==> src/rtl/player_lane_ctrl.sv <==
// Player sprite lane controller: turns left/right key rises into the
// erase / sweep / load / draw command sequence for the player plotter.
module player_lane_ctrl #(
    parameter int BOX_CYCLES = 16,
    parameter int CNT_W      = 5
) (
    input  logic       clock,
    input  logic       reset,
    input  logic       move_left,
    input  logic       move_right,
    output logic       ld_1,
    output logic       ld_2,
    output logic       ld_3,
    output logic       ld_4,
    output logic       erase,
    output logic       draw,
    output logic       plot,
    output logic [1:0] lane,
    output logic       busy
);

    typedef enum logic [2:0] {
        S_INIT_LOAD,
        S_IDLE,
        S_ERASE,
        S_ERASE_SWEEP,
        S_LOAD,
        S_DRAW
    } state_t;

    state_t r_state;
    state_t w_next_state;

    logic [CNT_W-1:0] r_cnt;
    logic [1:0]       r_lane;
    logic [1:0]       r_target;
    logic             r_prev_l;
    logic             r_prev_r;
    logic             r_pend_v;
    logic             r_pend_dir;

    logic       w_rise_l;
    logic       w_rise_r;
    logic       w_req_v;
    logic       w_req_dir;
    logic       w_cand_v;
    logic       w_cand_dir;
    logic       w_cand_ok;
    logic [1:0] w_cand_tgt;
    logic       w_sweep_done;
    logic       w_ld_en;
    logic       w_erase;
    logic       w_draw;
    logic       w_plot;
    logic       w_busy;

    // Direction encoding: 1 = right, 0 = left.
    assign w_rise_l  = move_left & ~r_prev_l;
    assign w_rise_r  = move_right & ~r_prev_r;
    assign w_req_v   = w_rise_l ^ w_rise_r;
    assign w_req_dir = w_rise_r;

    // A fresh rise in IDLE supersedes whatever was queued while busy.
    assign w_cand_v   = w_req_v | r_pend_v;
    assign w_cand_dir = w_req_v ? w_req_dir : r_pend_dir;
    assign w_cand_ok  = w_cand_v &
                        (w_cand_dir ? (r_lane != 2'd3)
                                    : (r_lane != 2'd0));
    assign w_cand_tgt = w_cand_dir ? (r_lane + 2'd1)
                                   : (r_lane - 2'd1);

    assign w_sweep_done = (r_cnt == CNT_W'(BOX_CYCLES - 1));

    always_ff @(posedge clock or negedge reset) begin
        if (!reset) begin
            r_state <= S_INIT_LOAD;
        end else begin
            r_state <= w_next_state;
        end
    end

    always_comb begin
        w_next_state = r_state;
        unique case (r_state)
            S_INIT_LOAD: begin
                w_next_state = S_DRAW;
            end
            S_IDLE: begin
                if (w_cand_ok) begin
                    w_next_state = S_ERASE;
                end
            end
            S_ERASE: begin
                w_next_state = S_ERASE_SWEEP;
            end
            S_ERASE_SWEEP: begin
                if (w_sweep_done) begin
                    w_next_state = S_LOAD;
                end
            end
            S_LOAD: begin
                w_next_state = S_DRAW;
            end
            S_DRAW: begin
                if (w_sweep_done) begin
                    w_next_state = S_IDLE;
                end
            end
            default: begin
                w_next_state = S_INIT_LOAD;
            end
        endcase
    end

    always_comb begin
        w_ld_en = 1'b0;
        w_erase = 1'b0;
        w_draw  = 1'b0;
        w_plot  = 1'b0;
        w_busy  = 1'b1;
        unique case (r_state)
            S_INIT_LOAD:   w_ld_en = 1'b1;
            S_IDLE:        w_busy  = 1'b0;
            S_ERASE:       w_erase = 1'b1;
            S_ERASE_SWEEP: w_plot  = 1'b1;
            S_LOAD:        w_ld_en = 1'b1;
            S_DRAW: begin
                w_draw = 1'b1;
                w_plot = 1'b1;
            end
            default:       w_busy  = 1'b1;
        endcase
    end

    // Strobes are masked by reset so everything drops the instant it asserts.
    assign ld_1  = reset & w_ld_en & (r_lane == 2'd0);
    assign ld_2  = reset & w_ld_en & (r_lane == 2'd1);
    assign ld_3  = reset & w_ld_en & (r_lane == 2'd2);
    assign ld_4  = reset & w_ld_en & (r_lane == 2'd3);
    assign erase = reset & w_erase;
    assign draw  = reset & w_draw;
    assign plot  = reset & w_plot;
    assign busy  = reset & w_busy;
    assign lane  = r_lane;

    always_ff @(posedge clock or negedge reset) begin
        if (!reset) begin
            r_cnt <= '0;
        end else if (w_next_state != r_state) begin
            r_cnt <= '0;
        end else if (r_state == S_ERASE_SWEEP || r_state == S_DRAW) begin
            r_cnt <= r_cnt + 1'b1;
        end else begin
            r_cnt <= '0;
        end
    end

    always_ff @(posedge clock or negedge reset) begin
        if (!reset) begin
            r_prev_l <= 1'b0;
            r_prev_r <= 1'b0;
        end else begin
            r_prev_l <= move_left;
            r_prev_r <= move_right;
        end
    end

    always_ff @(posedge clock or negedge reset) begin
        if (!reset) begin
            r_pend_v   <= 1'b0;
            r_pend_dir <= 1'b0;
        end else if (r_state == S_IDLE) begin
            r_pend_v   <= 1'b0;
        end else if (w_req_v) begin
            r_pend_v   <= 1'b1;
            r_pend_dir <= w_req_dir;
        end
    end

    // Lane switches on entry to LOAD so ld_x decodes the new lane.
    always_ff @(posedge clock or negedge reset) begin
        if (!reset) begin
            r_lane   <= 2'd0;
            r_target <= 2'd0;
        end else begin
            if (r_state == S_IDLE && w_cand_ok) begin
                r_target <= w_cand_tgt;
            end
            if (r_state == S_ERASE_SWEEP && w_sweep_done) begin
                r_lane <= r_target;
            end
        end
    end

endmodule

==> config.mk <==
export PLATFORM = sky130hd
export DESIGN_NAME = player_lane_ctrl
export DESIGN_NICKNAME = d
export VERILOG_FILES = /design/src/rtl/player_lane_ctrl.sv
export SDC_FILE = /design/constraint.sdc
export NUM_CORES = 1
export LEC_CHECK = 0
export ABC_AREA = 1
export CAP_MARGIN = 20
export CORE_UTILIZATION = 51
export DETAILED_ROUTE_END_ITERATION = 7
export PLACE_DENSITY = 0.77
export SYNTH_ARGS = -nofsm -noshare
export SYNTH_HDL_FRONTEND = slang
export SYNTH_SLANG_ARGS = --single-unit
==> constraint.sdc <==
create_clock -name clock -period 1.6 [get_ports clock]
set_input_delay 0.48 -clock clock [delete_from_list [all_inputs] [get_ports clock]]
set_output_delay 0.48 -clock clock [all_outputs]
set_load 0.01 [all_outputs]
==> results of run 1 <==
repair_timing:
item	4_1_cts
endpoints found under the setup margin	16
pin swaps	9
setup buffers	16
hold endpoints to repair	0
resized for setup	61
cell families after synthesis:
kind of cell,after synthesis,synth area share (%)
compound gates,7,4.21
xor+xnor,2,1.96
fa+ha+maj,6,8.41
buf+inv,27,11.4
flops,16,44.9
simple gates,57,29.2
metrics by stage:
step           worst slack, ps  std cells  cell area [sq um]  util [%]  hold slack [ps]
3_3_place_gp              -685        169               1230      78.0              471
3_5_place_dp              -711        169               1230      78.0              483
4_1_cts                   -198        189               1430      90.6              304
2_1_floorplan              125        115                892         -              184
==> results.md, run 1 <==
- The final HPWL from detailed placement is about 1.7 mm.
- Counting flops and latches in the post-synthesis netlist gives 16.
- Buffers placed on the I/O ports in this run total 13.
- The CTS H-tree depth is 1.
- The top cell type by total area after synthesis is sky130_fd_sc_hd__dfrtp_1.
- The synthesized design contains 0 enable-type register cells.
- Among all flip-flop cells after synthesis, the most frequent one is sky130_fd_sc_hd__dfrtp_1.
- The total standard cell area after synthesis is between 800 and 900 sq um.
- The tool reported: "[ERROR DPL-0038] Utilization greater than 100%, impossible to legalize".
- The worst endpoint from the post-global-route timing repair is plot.
- The clock tree buffer depth is 2.
- The terminating stage of the flow is 5_1_grt.
- The synthesized netlist net count is between 100 and 150.
- The clock sink count is 16.
- The Yosys step of the flow raised 0 warnings.
- Counting flops with an async set or reset pin after synthesis yields a share of 100%.
- The floorplan step set the die height to 43.8 um.
- The synthesized area per cell is approximately 7.8 sq um.
- In this run the horizontal extent of the chip is approximately 44 um.
- The I/O pin count is 14.
- The CTS root buffer is sky130_fd_sc_hd__clkbuf_4.
- After synthesis, the most frequently instantiated cells are 25 x sky130_fd_sc_hd__inv_1, 21 x sky130_fd_sc_hd__nand2_1, 16 x sky130_fd_sc_hd__dfrtp_1, 14 x sky130_fd_sc_hd__nor2_1, 7 x sky130_fd_sc_hd__nand3_1.
- The pin count of the biggest net entering global routing is 13.
- The final weighted congestion of routability-driven global placement is ~0.84.
- Synthesis produced a netlist whose cell count is 115.
- In the post-synthesis netlist, the biggest area contributors are sky130_fd_sc_hd__dfrtp_1 45%, sky130_fd_sc_hd__inv_1 11%, sky130_fd_sc_hd__nand2_1 8.8%, sky130_fd_sc_hd__ha_1 8.4%, sky130_fd_sc_hd__nor2_1 5.9%.
- After synthesis, the largest area contributor takes up around 45% of total cell area.
- Once the floorplan was initialized, standard cells occupied ~57% of the core.
- Synthesis instantiated 20 different standard cells from the library.
- The number of buffers inserted by hold repair at cts is 0.
- The share of the yosys chip area belonging to registers is roughly 45%.
- The kind of pin the worst path terminates on is an output port.
- sky130_fd_sc_hd__inv_1 is the most common cell in the netlist.
- The run stopped with a tool error.
- The TritonCTS buffer count is 3.
- The floorplan has 14 rows.
==> run 2: changes to the inputs <==
--- a/config.mk
+++ b/config.mk
@@ -7,9 +7,10 @@
 export LEC_CHECK = 0
 export ABC_AREA = 1
 export CAP_MARGIN = 20
-export CORE_UTILIZATION = 51
+export CORE_AREA = 2 2 63 65
 export DETAILED_ROUTE_END_ITERATION = 7
-export PLACE_DENSITY = 0.77
+export DIE_AREA = 0 0 65 67
+export PLACE_DENSITY_LB_ADDON = 0.15
 export SYNTH_ARGS = -nofsm -noshare
 export SYNTH_HDL_FRONTEND = slang
 export SYNTH_SLANG_ARGS = --single-unit
==> results.md, run 2 <==
- The peak supply drop is 0.676 mV.
- Ranked by flip-flop count, first place goes to r_cnt.
- The main flop type after synthesis is sky130_fd_sc_hd__dfrtp_1 (unchanged).
- The clock sink count was 16 (unchanged).
- The flip-flop count of the largest register after layout is 5.
- The minimum setup slack after placement is -829 ps (was -711 ps).
- The final routed wirelength across all metal layers is 2.20 mm.
- The detail-routed via count per cell is approximately 4.
- The arrival time at the worst endpoint is between 1000 and 1500 ps.
- The fraction of registers with async set or reset after synthesis is 100% (unchanged).
- The pin count of the biggest net entering global routing is 9.
- The number of DRC markers in iteration 0 is 5.
- The measured slew at the worst slew-check pin is about 190 ps.
- The number of enable-type register cells in the synthesized netlist is 0 (unchanged).
- The number of buffers inserted by hold repair at cts came to 0 (unchanged).
- The via count of the first global-routing pass was between 800 and 900.
- The placeable core region is roughly 3600 sq um.
- The most common library cell in the layout ignoring fill and taps is sky130_fd_sc_hd__buf_4.
- The floorplan row count is 22 (was 14).
- The number of synthesis warnings came to 0 (unchanged).
- The setup slack of the critical path after layout is -100 ps.
- The share of cell area taken by muxes after synthesis came to 0% (unchanged).
- Along the worst path, the maximum fanout reaches 4.
- The count of final setup violators is 7.
- The adder-cell share of the synthesized area is 8.42% (unchanged).
- Timing would allow up to approximately 0.59 GHz.
- The die height is 67 um (was 43.8 um).
- Top cells by area, synth: sky130_fd_sc_hd__dfrtp_1 45%, sky130_fd_sc_hd__inv_1 11%, sky130_fd_sc_hd__nand2_1 8.8%, sky130_fd_sc_hd__ha_1 8.4%, sky130_fd_sc_hd__nor2_1 5.9% (unchanged).
- The proportion of netlist area held by the largest area contributor is 44.9% (unchanged).
- The clock tree buffer depth is 2 (unchanged).
- The CTS root buffer was sky130_fd_sc_hd__clkbuf_8 (was sky130_fd_sc_hd__clkbuf_4).
- The xor/xnor cell area share of the yosys netlist was 1.96% (unchanged).
- The top cell types in the final layout, fill and taps aside, are 33 x sky130_fd_sc_hd__buf_4, 18 x sky130_fd_sc_hd__inv_1, 15 x sky130_fd_sc_hd__nand2_1, 14 x sky130_fd_sc_hd__dfrtp_1, 9 x sky130_fd_sc_hd__buf_2.
- The top cell type by total area after synthesis is sky130_fd_sc_hd__dfrtp_1 (unchanged).
- The final weighted congestion of routability-driven global placement is 0.835 (was 0.840).
- The max-cap check violation count is 0.
- The number of flip-flops and latches in the synthesized netlist is 16 (unchanged).
- The via count is 871.
- In this run the tightest slew margin relative to its limit is roughly 87%.
- In this run the worst hold path is classified as input port to async pin.
- The wire length of the first global-routing pass is 3.81 mm.
- The final HPWL from detailed placement was 1.54 mm (was 1.69 mm).
- TritonCTS built the clock tree.
- In the routed design, unresolved DRC markers number 0.
- The number of antenna cells inserted is 0.
- The main combinational cell family by area after synthesis was simple AND/OR/NAND/NOR gates (unchanged).
- The synthesized-area fraction occupied by ao, oa, aoi and oai cells is 4.21% (unchanged).
- The utilization after layout is between 40% and 50%.
- The CTS H-tree depth is 1 (unchanged).
- The data required time at the worst endpoint is 1120 ps.
- The capturing element type of the critical path is an output port.
- The number of pins with negative max-slew slack in the final report is 0.
- Setup repair after global routing could not meet its margin everywhere.
- The count of fill cells added during filler insertion is 356.
- The area share of and/or/nand/nor cells after synthesis is 29.2% (unchanged).
- The total standard cell area after synthesis is 892 sq um (unchanged).
- Most numerous cell types in the synthesized netlist: 25 x sky130_fd_sc_hd__inv_1, 21 x sky130_fd_sc_hd__nand2_1, 16 x sky130_fd_sc_hd__dfrtp_1, 14 x sky130_fd_sc_hd__nor2_1, 7 x sky130_fd_sc_hd__nand3_1 (unchanged).
- The sum of negative setup slack is -549 ps.
- The final reports fail on negative setup slack.
- The later-pin clock latency in the skew report is approximately 240 ps.
- The leakage component of the power is between 0.0008 and 0.0009 uW.
- The placed cell count came to 200 (was 169).
- The starting utilization of the core area was 24.7% (was 56.6%).
- After layout, the minimum clock period comes to roughly 1700 ps.
- The TritonCTS buffer count is 3 (unchanged).
- The portion of the clock cycle consumed by the worst path in the final layout is 106%.
- The number of nets still failing antenna checks after routing is 0.
- Before antenna repair, the detailed router went through 4 iterations.
- The distinct cell type count after synthesis was 20 (unchanged).
- Outcome: complete, but fails checks (was aborted with a tool error).
- The gate count after technology mapping is 115 (unchanged).
- The number of hold violations in the final report is 0.
- The I/O pin count is 14 (unchanged).
- The chip width is 65 um (was 43.8 um).
- Clock-pin slew was measured on the worst setup and hold paths at roughly 60 ps.
- The number of buffer cells added on primary ports is 13 (unchanged).
- The synthesized netlist net count was 125 (unchanged).
- The detailed-route wire length per cell is approximately 10 um.
- The largest registers in the layout are r_cnt x5, r_state x3.
- The relative area change from synthesis to final layout is 71.8%.
- The clock skew after layout is between 3 and 4 ps.
- For this run, the post-layout net count is between 150 and 200.
- The initial antenna violation count was 0.
- The synthesized area per cell came to 7.76 sq um (unchanged).
- The dominant cell by count in the synthesized netlist was sky130_fd_sc_hd__inv_1 (unchanged).
- The share of the yosys chip area belonging to registers is 44.9% (unchanged).
- The total overflow left after global routing is 0.
- The number of standard cells in the layout, taps in and fillers out is about 220.
- Of the cells placed in the final design, the portion with a size suffix greater than 1 is a little over half.
- The type of the worst setup path is flip-flop to output port.
- The die outline area is 4360 sq um.
- The power per standard cell area is roughly 1400 nW/um^2.
- The worst setup path is launched from a flip-flop.
- Global routing consumed, over all layers together, 11.3% of the routing resources.
## run 2: cell counts after synthesis
Identical to the previous run, type by type.
## run 2: final cells by class
class | instances | area, sq um | area share, %
multi-input cells | 72 | 541 | 35.3
flip-flops and latches | 16 | 403 | 26.3
repair buffers | 51 | 384 | 25.1
inverters | 27 | 104 | 6.78
well taps | 48 | 60.1 | 3.92
clock buffers | 3 | 41.3 | 2.69
## run 2: worst paths after layout
check / slack (ps) / depth (start not counted) / start / endpoint
hold reg to reg: 490 / 2 / r_pend_dir / r_pend_dir
max in group asynchronous: 1160 / 3 / reset / r_target[1]
min in group clock: 490 / 2 / r_pend_dir / r_pend_dir
setup / recovery: -100 / 6 / r_state[0] / plot
hold / removal: 240 / 2 / reset / r_state[2]
setup reg to reg: 20 / 9 / r_cnt[0] / r_cnt[4]
## run 2: power by group
group	internal (uW)	switching, uW
registers	507	75.7
clock network	166	129
logic	595	670
total	1270	875
## run 2: kinds of logic (layout without fill, tap and decap cells)
kind of cell,count (synthesis),count (layout)
AND/OR/NAND/NOR,57,57
buffers and inverters,27,81
flip-flops,16,16
AO/OA/AOI/OAI,7,7
adder cells (fa/ha/maj),6,6
XOR/XNOR,2,2
## run 2: through the flow
step / instance area, sq um / total power [uW] / hold WS (ps)
6_report: 1530 / 2140 / 236
3_5_place_dp: 1260 / 1400 / 475
4_1_cts: 1440 / 1990 / 237
3_3_place_gp: 1260 / 1400 / 472
2_1_floorplan: 892 / 1000 / 184
5_1_grt: 1530 / 2310 / 246
## run 2: critical path, cell delays in order, from the launching register on
cell	delay [ps]
sky130_fd_sc_hd__dfrtp_2	370
sky130_fd_sc_hd__buf_6	120
sky130_fd_sc_hd__inv_4	40
sky130_fd_sc_hd__nor3_4	190
sky130_fd_sc_hd__nor2_2	60
sky130_fd_sc_hd__nor2_1	70
sky130_fd_sc_hd__buf_2	130
## run 2: routing by layer
layer	wire (um)	track usage, %	up-vias
li1	-	-	465
met1	1020	13.7	394
met2	1110	20.5	10
met3	50	2.03	2
met4	19	3.19	0
met5	0	0	-
## run 2: what timing repair did
item | 4_1_cts | 5_1_grt
hold endpoints to repair | 0 | 0
gates cloned | 0 | 0
pin swaps | 16 | 10
setup endpoints to repair | 19 | 14
resized for setup | 76 | 17
buffers inserted | 9 | 6
No activity file was read; power rests on OpenSTA's default activity.
==> run 3: changes to the inputs <==
--- a/config.mk
+++ b/config.mk
@@ -8,6 +8,7 @@
 export ABC_AREA = 1
 export CAP_MARGIN = 20
 export CORE_AREA = 2 2 63 65
+export CTS_CLUSTER_DIAMETER = 40
 export DETAILED_ROUTE_END_ITERATION = 7
 export DIE_AREA = 0 0 65 67
 export PLACE_DENSITY_LB_ADDON = 0.15
==> results of run 3 <==
Final layout, timing and power as in run 2 (identical DEF).
==> run 4: changes to the inputs <==
--- a/config.mk
+++ b/config.mk
@@ -12,6 +12,7 @@
 export DETAILED_ROUTE_END_ITERATION = 7
 export DIE_AREA = 0 0 65 67
 export PLACE_DENSITY_LB_ADDON = 0.15
+export SKIP_CTS_REPAIR_TIMING = 1
 export SYNTH_ARGS = -nofsm -noshare
 export SYNTH_HDL_FRONTEND = slang
 export SYNTH_SLANG_ARGS = --single-unit
==> results.md, run 4 (synthesis gave the netlist of run 2 again) <==
- The final weighted congestion of routability-driven global placement is 0.835 (unchanged).
- The capturing element type of the critical path is an output port (unchanged).
- Largest regs: r_cnt x5, r_state x3 (unchanged).
- The clock transition at the register clock pins on the worst setup and hold paths after CTS was 60 ps (about the same).
- The worst hold slack came to 301 ps (was 236 ps).
- The sequential share of power is 31.4% (was 27.2%).
- The count of final setup violators is 11 (was 7).
- The most frequent cell on the critical path is sky130_fd_sc_hd__inv_2.
- The total number of nets in the final design is 175 (was 181).
- The minimum setup slack after placement is -829 ps (unchanged).
- The clock tree buffer depth is 2 (unchanged).
- The pin count of the biggest net entering global routing is 9 (unchanged).
- The peak supply drop is 0.581 mV (was 0.676 mV).
- The register with the most flip-flops is r_cnt (unchanged).
- The largest fanout of any net on the critical path was 4 (unchanged).
- The worst max-slew margin expressed relative to the limit was 84.5% (was 87.1%).
- The floorplan row count is 22 (unchanged).
- The switching part of the total is 41.6% (was 40.8%).
- The switching power came to 803 uW (was 875 uW).
- The final HPWL from detailed placement is 1.54 mm (unchanged).
- The element type at the critical path start is a flip-flop (unchanged).
- The combined global-route utilization of all metal layers is 9.91% (was 11.3%).
- The slack of the worst reg-to-reg path is -20 ps (was 20 ps).
- The met3 track demand over resource is 2.03% (unchanged).
- The path category of the worst min-delay check is input port to async pin (unchanged).
- The internal power is 1130 uW (was 1270 uW).
- The arrival time at the worst endpoint is 1240 ps (was 1220 ps).
- The number of DRC markers in iteration 0 is 11 (was 5).
- The placeable core region is 3610 sq um (unchanged).
- The CTS root buffer is sky130_fd_sc_hd__clkbuf_8 (unchanged).
- The cell at the slowest stage of the critical path is sky130_fd_sc_hd__dfrtp_1 (was sky130_fd_sc_hd__dfrtp_2).
- The die height is 67 um (unchanged).
- The cell type group with the largest total delay on the critical path is flip-flops (unchanged).
- The clock tree from TritonCTS is built (unchanged).
- The power per standard cell area is 1300 nW/um^2 (was 1400 nW/um^2).
- The type of the worst setup path is flip-flop to output port (unchanged).
- The number of nets still failing antenna checks after routing came to 0 (unchanged).
- The I/O pin count came to 14 (unchanged).
- The number of hold violations in the final report is 0 (unchanged).
- The met2 track utilization from global routing was 16.2% (was 20.5%).
- The flip-flop count of the largest register after layout is 5 (unchanged).
- The detail-routed via count per cell is 4.02 (was 4.01).
- The most common library cell in the layout ignoring fill and taps is sky130_fd_sc_hd__buf_4 (unchanged).
- The setup slack of the critical path after layout is -119 ps (was -100 ps).
- The final routed wirelength across all metal layers is 2.03 mm (was 2.20 mm).
- The later-pin clock latency in the skew report is 240 ps (about the same).
- The portion of the clock cycle consumed by the worst path in the final layout came to 107% (was 106%).
- The wire length of the first global-routing pass is 3.33 mm (was 3.81 mm).
- Most frequent cells in the layout: 31 x sky130_fd_sc_hd__buf_4, 20 x sky130_fd_sc_hd__inv_1, 15 x sky130_fd_sc_hd__nand2_1, 14 x sky130_fd_sc_hd__dfrtp_1, 10 x sky130_fd_sc_hd__nor2_1 (was 33 x sky130_fd_sc_hd__buf_4, 18 x sky130_fd_sc_hd__inv_1, 15 x sky130_fd_sc_hd__nand2_1, 14 x sky130_fd_sc_hd__dfrtp_1, 9 x sky130_fd_sc_hd__buf_2).
- The relative contribution of the clock network to total power is 15.1% (was 13.8%).
- The length of the first detailed-routing pass in iterations came to 2 (was 4).
- The CTS H-tree depth was 1 (unchanged).
- The number of buffer cells added on primary ports came to 13 (unchanged).
- The met1 routing resource usage after global routing is 13.0% (was 13.7%).
- The TritonCTS buffer count is 3 (unchanged).
- The die outline area is 4360 sq um (unchanged).
- The chip width came to 65 um (unchanged).
- Unrepaired setup endpoints after global routing: yes (unchanged).
- The clock sink count is 16 (unchanged).
- The initial antenna violation count is 0 (unchanged).
- Cell Chain, Critical Path: inv_2, nand2_4, nor2_4, inv_2, nand2_1, inv_1, clkbuf_2 (was buf_6, inv_4, nor3_4, nor2_2, nor2_1, buf_2).
- The number of antenna cells inserted is 0 (unchanged).
- The utilization after layout is 41.2% (was 42.5%).
- The fraction of layout instances using a drive strength above 1 is 49.7% (was 54.4%).
- The starting utilization of the core area is 24.7% (unchanged).
- The via count of the first global-routing pass is 803 (was 889).
- Outcome: complete, but fails checks (unchanged).
- The portion of total power attributed to combinational logic is 53.5% (was 59.0%).
- The fmax is 0.582 GHz (was 0.588 GHz).
- The clock skew after layout is 2.23 ps (was 3.52 ps).
- The layer with the highest usage after global routing is met2 (unchanged).
- The leakage component of the power is 0.000820 uW (was 0.000807 uW).
- The measured slew at the worst slew-check pin is 230 ps (was 192 ps).
- The maximum single-stage delay on the critical path is 410 ps (was 370 ps).
- The number of pins with negative max-slew slack in the final report is 0 (unchanged).
- The final global-route overflow total is 0 (unchanged).
- The detailed-route wire length per cell is 9.62 um (was 10.1 um).
- The data required time at the worst endpoint came to 1120 ps (about the same).
- The total buffers and inverters traversed by the critical path is 4 (was 3).
- Violated checks: negative setup slack (unchanged).
- The detailed-route DRC error count is 0 (unchanged).
- The relative area change from synthesis to final layout came to 66.3% (was 71.8%).
- The via count is 848 (was 871).
- The max-cap check violation count is 0 (unchanged).
- The total power is 1930 uW (was 2140 uW).
- The post-layout minimum cycle time is 1720 ps (was 1700 ps).
[run 4: cell count changes in the layout (fill, tap and decap cells not counted), sizes merged]
| cell | previous run | this run |
|---|---|---|
| dlymetal6s2s | 0 | 5 |
| buf | 47 | 35 |
| dlygate4sd2 | 4 | 0 |
| clkbuf | 3 | 8 |
[run 4: area by class of cell]
type                       count  area (sq um)
timing repair buffer          45           347
inverter                      27           101
multi-input combinational     72           532
sequential                    16           403
clock buffer                   3          41.3
fill                         364          2120
tap                           48          60.1
[run 4: path summary, 6_finish.rpt]
| path | from | end | depth (start not counted) |
|---|---|---|---|
| worst max-delay path | r_state[1] | busy | 7 |
| worst min-delay path | reset | r_state[2] | 2 |
| worst max register to register | r_cnt[0] | r_cnt[0] | 10 |
| worst min register to register | r_pend_dir | r_pend_dir | 2 |
| max in group asynchronous | reset | r_state[0] | 2 |
| min in group clock | move_right | r_prev_r | 1 |
[run 4: per-stage QoR]
stage                     TNS (ps)  std cells  cell area (sq um)
after floorplan                  0        115                892
after global placement       -8890        200               1260
after detailed placement     -9300        200               1260
after CTS                    -7270        203               1300
after global routing         -1730        211               1480
final                         -565        211               1480
[run 4: metal layers]
metal / vias to the layer above / routed length, um
met5: - / 0
met4: 0 / 19
met3: 2 / 56
met2: 10 / 971
met1: 388 / 982
li1: 448 / -
[run 4: power groups by stage]
| stage | Sequential (uW) | Clock, uW | Combinational [uW] |
|---|---|---|---|
| 3_5_place_dp | 583 | 0 | 817 |
| 4_1_cts | 579 | 305 | 819 |
| 5_1_grt | 620 | 321 | 1150 |
| 6_report | 606 | 292 | 1030 |
| 2_1_floorplan | 568 | 0 | 437 |
| 3_3_place_gp | 586 | 0 | 811 |
[run 4: worst register-to-register path, cell delays in order, from the launching register on]
cell	delay [ps]
sky130_fd_sc_hd__dfrtp_1	370
sky130_fd_sc_hd__ha_2	190
sky130_fd_sc_hd__nand2_2	60
sky130_fd_sc_hd__nor2_2	110
sky130_fd_sc_hd__ha_2	220
sky130_fd_sc_hd__inv_2	60
sky130_fd_sc_hd__nand3_2	80
sky130_fd_sc_hd__nand3_2	90
sky130_fd_sc_hd__nand2_2	100
sky130_fd_sc_hd__nand2_4	90
sky130_fd_sc_hd__nor3_2	170
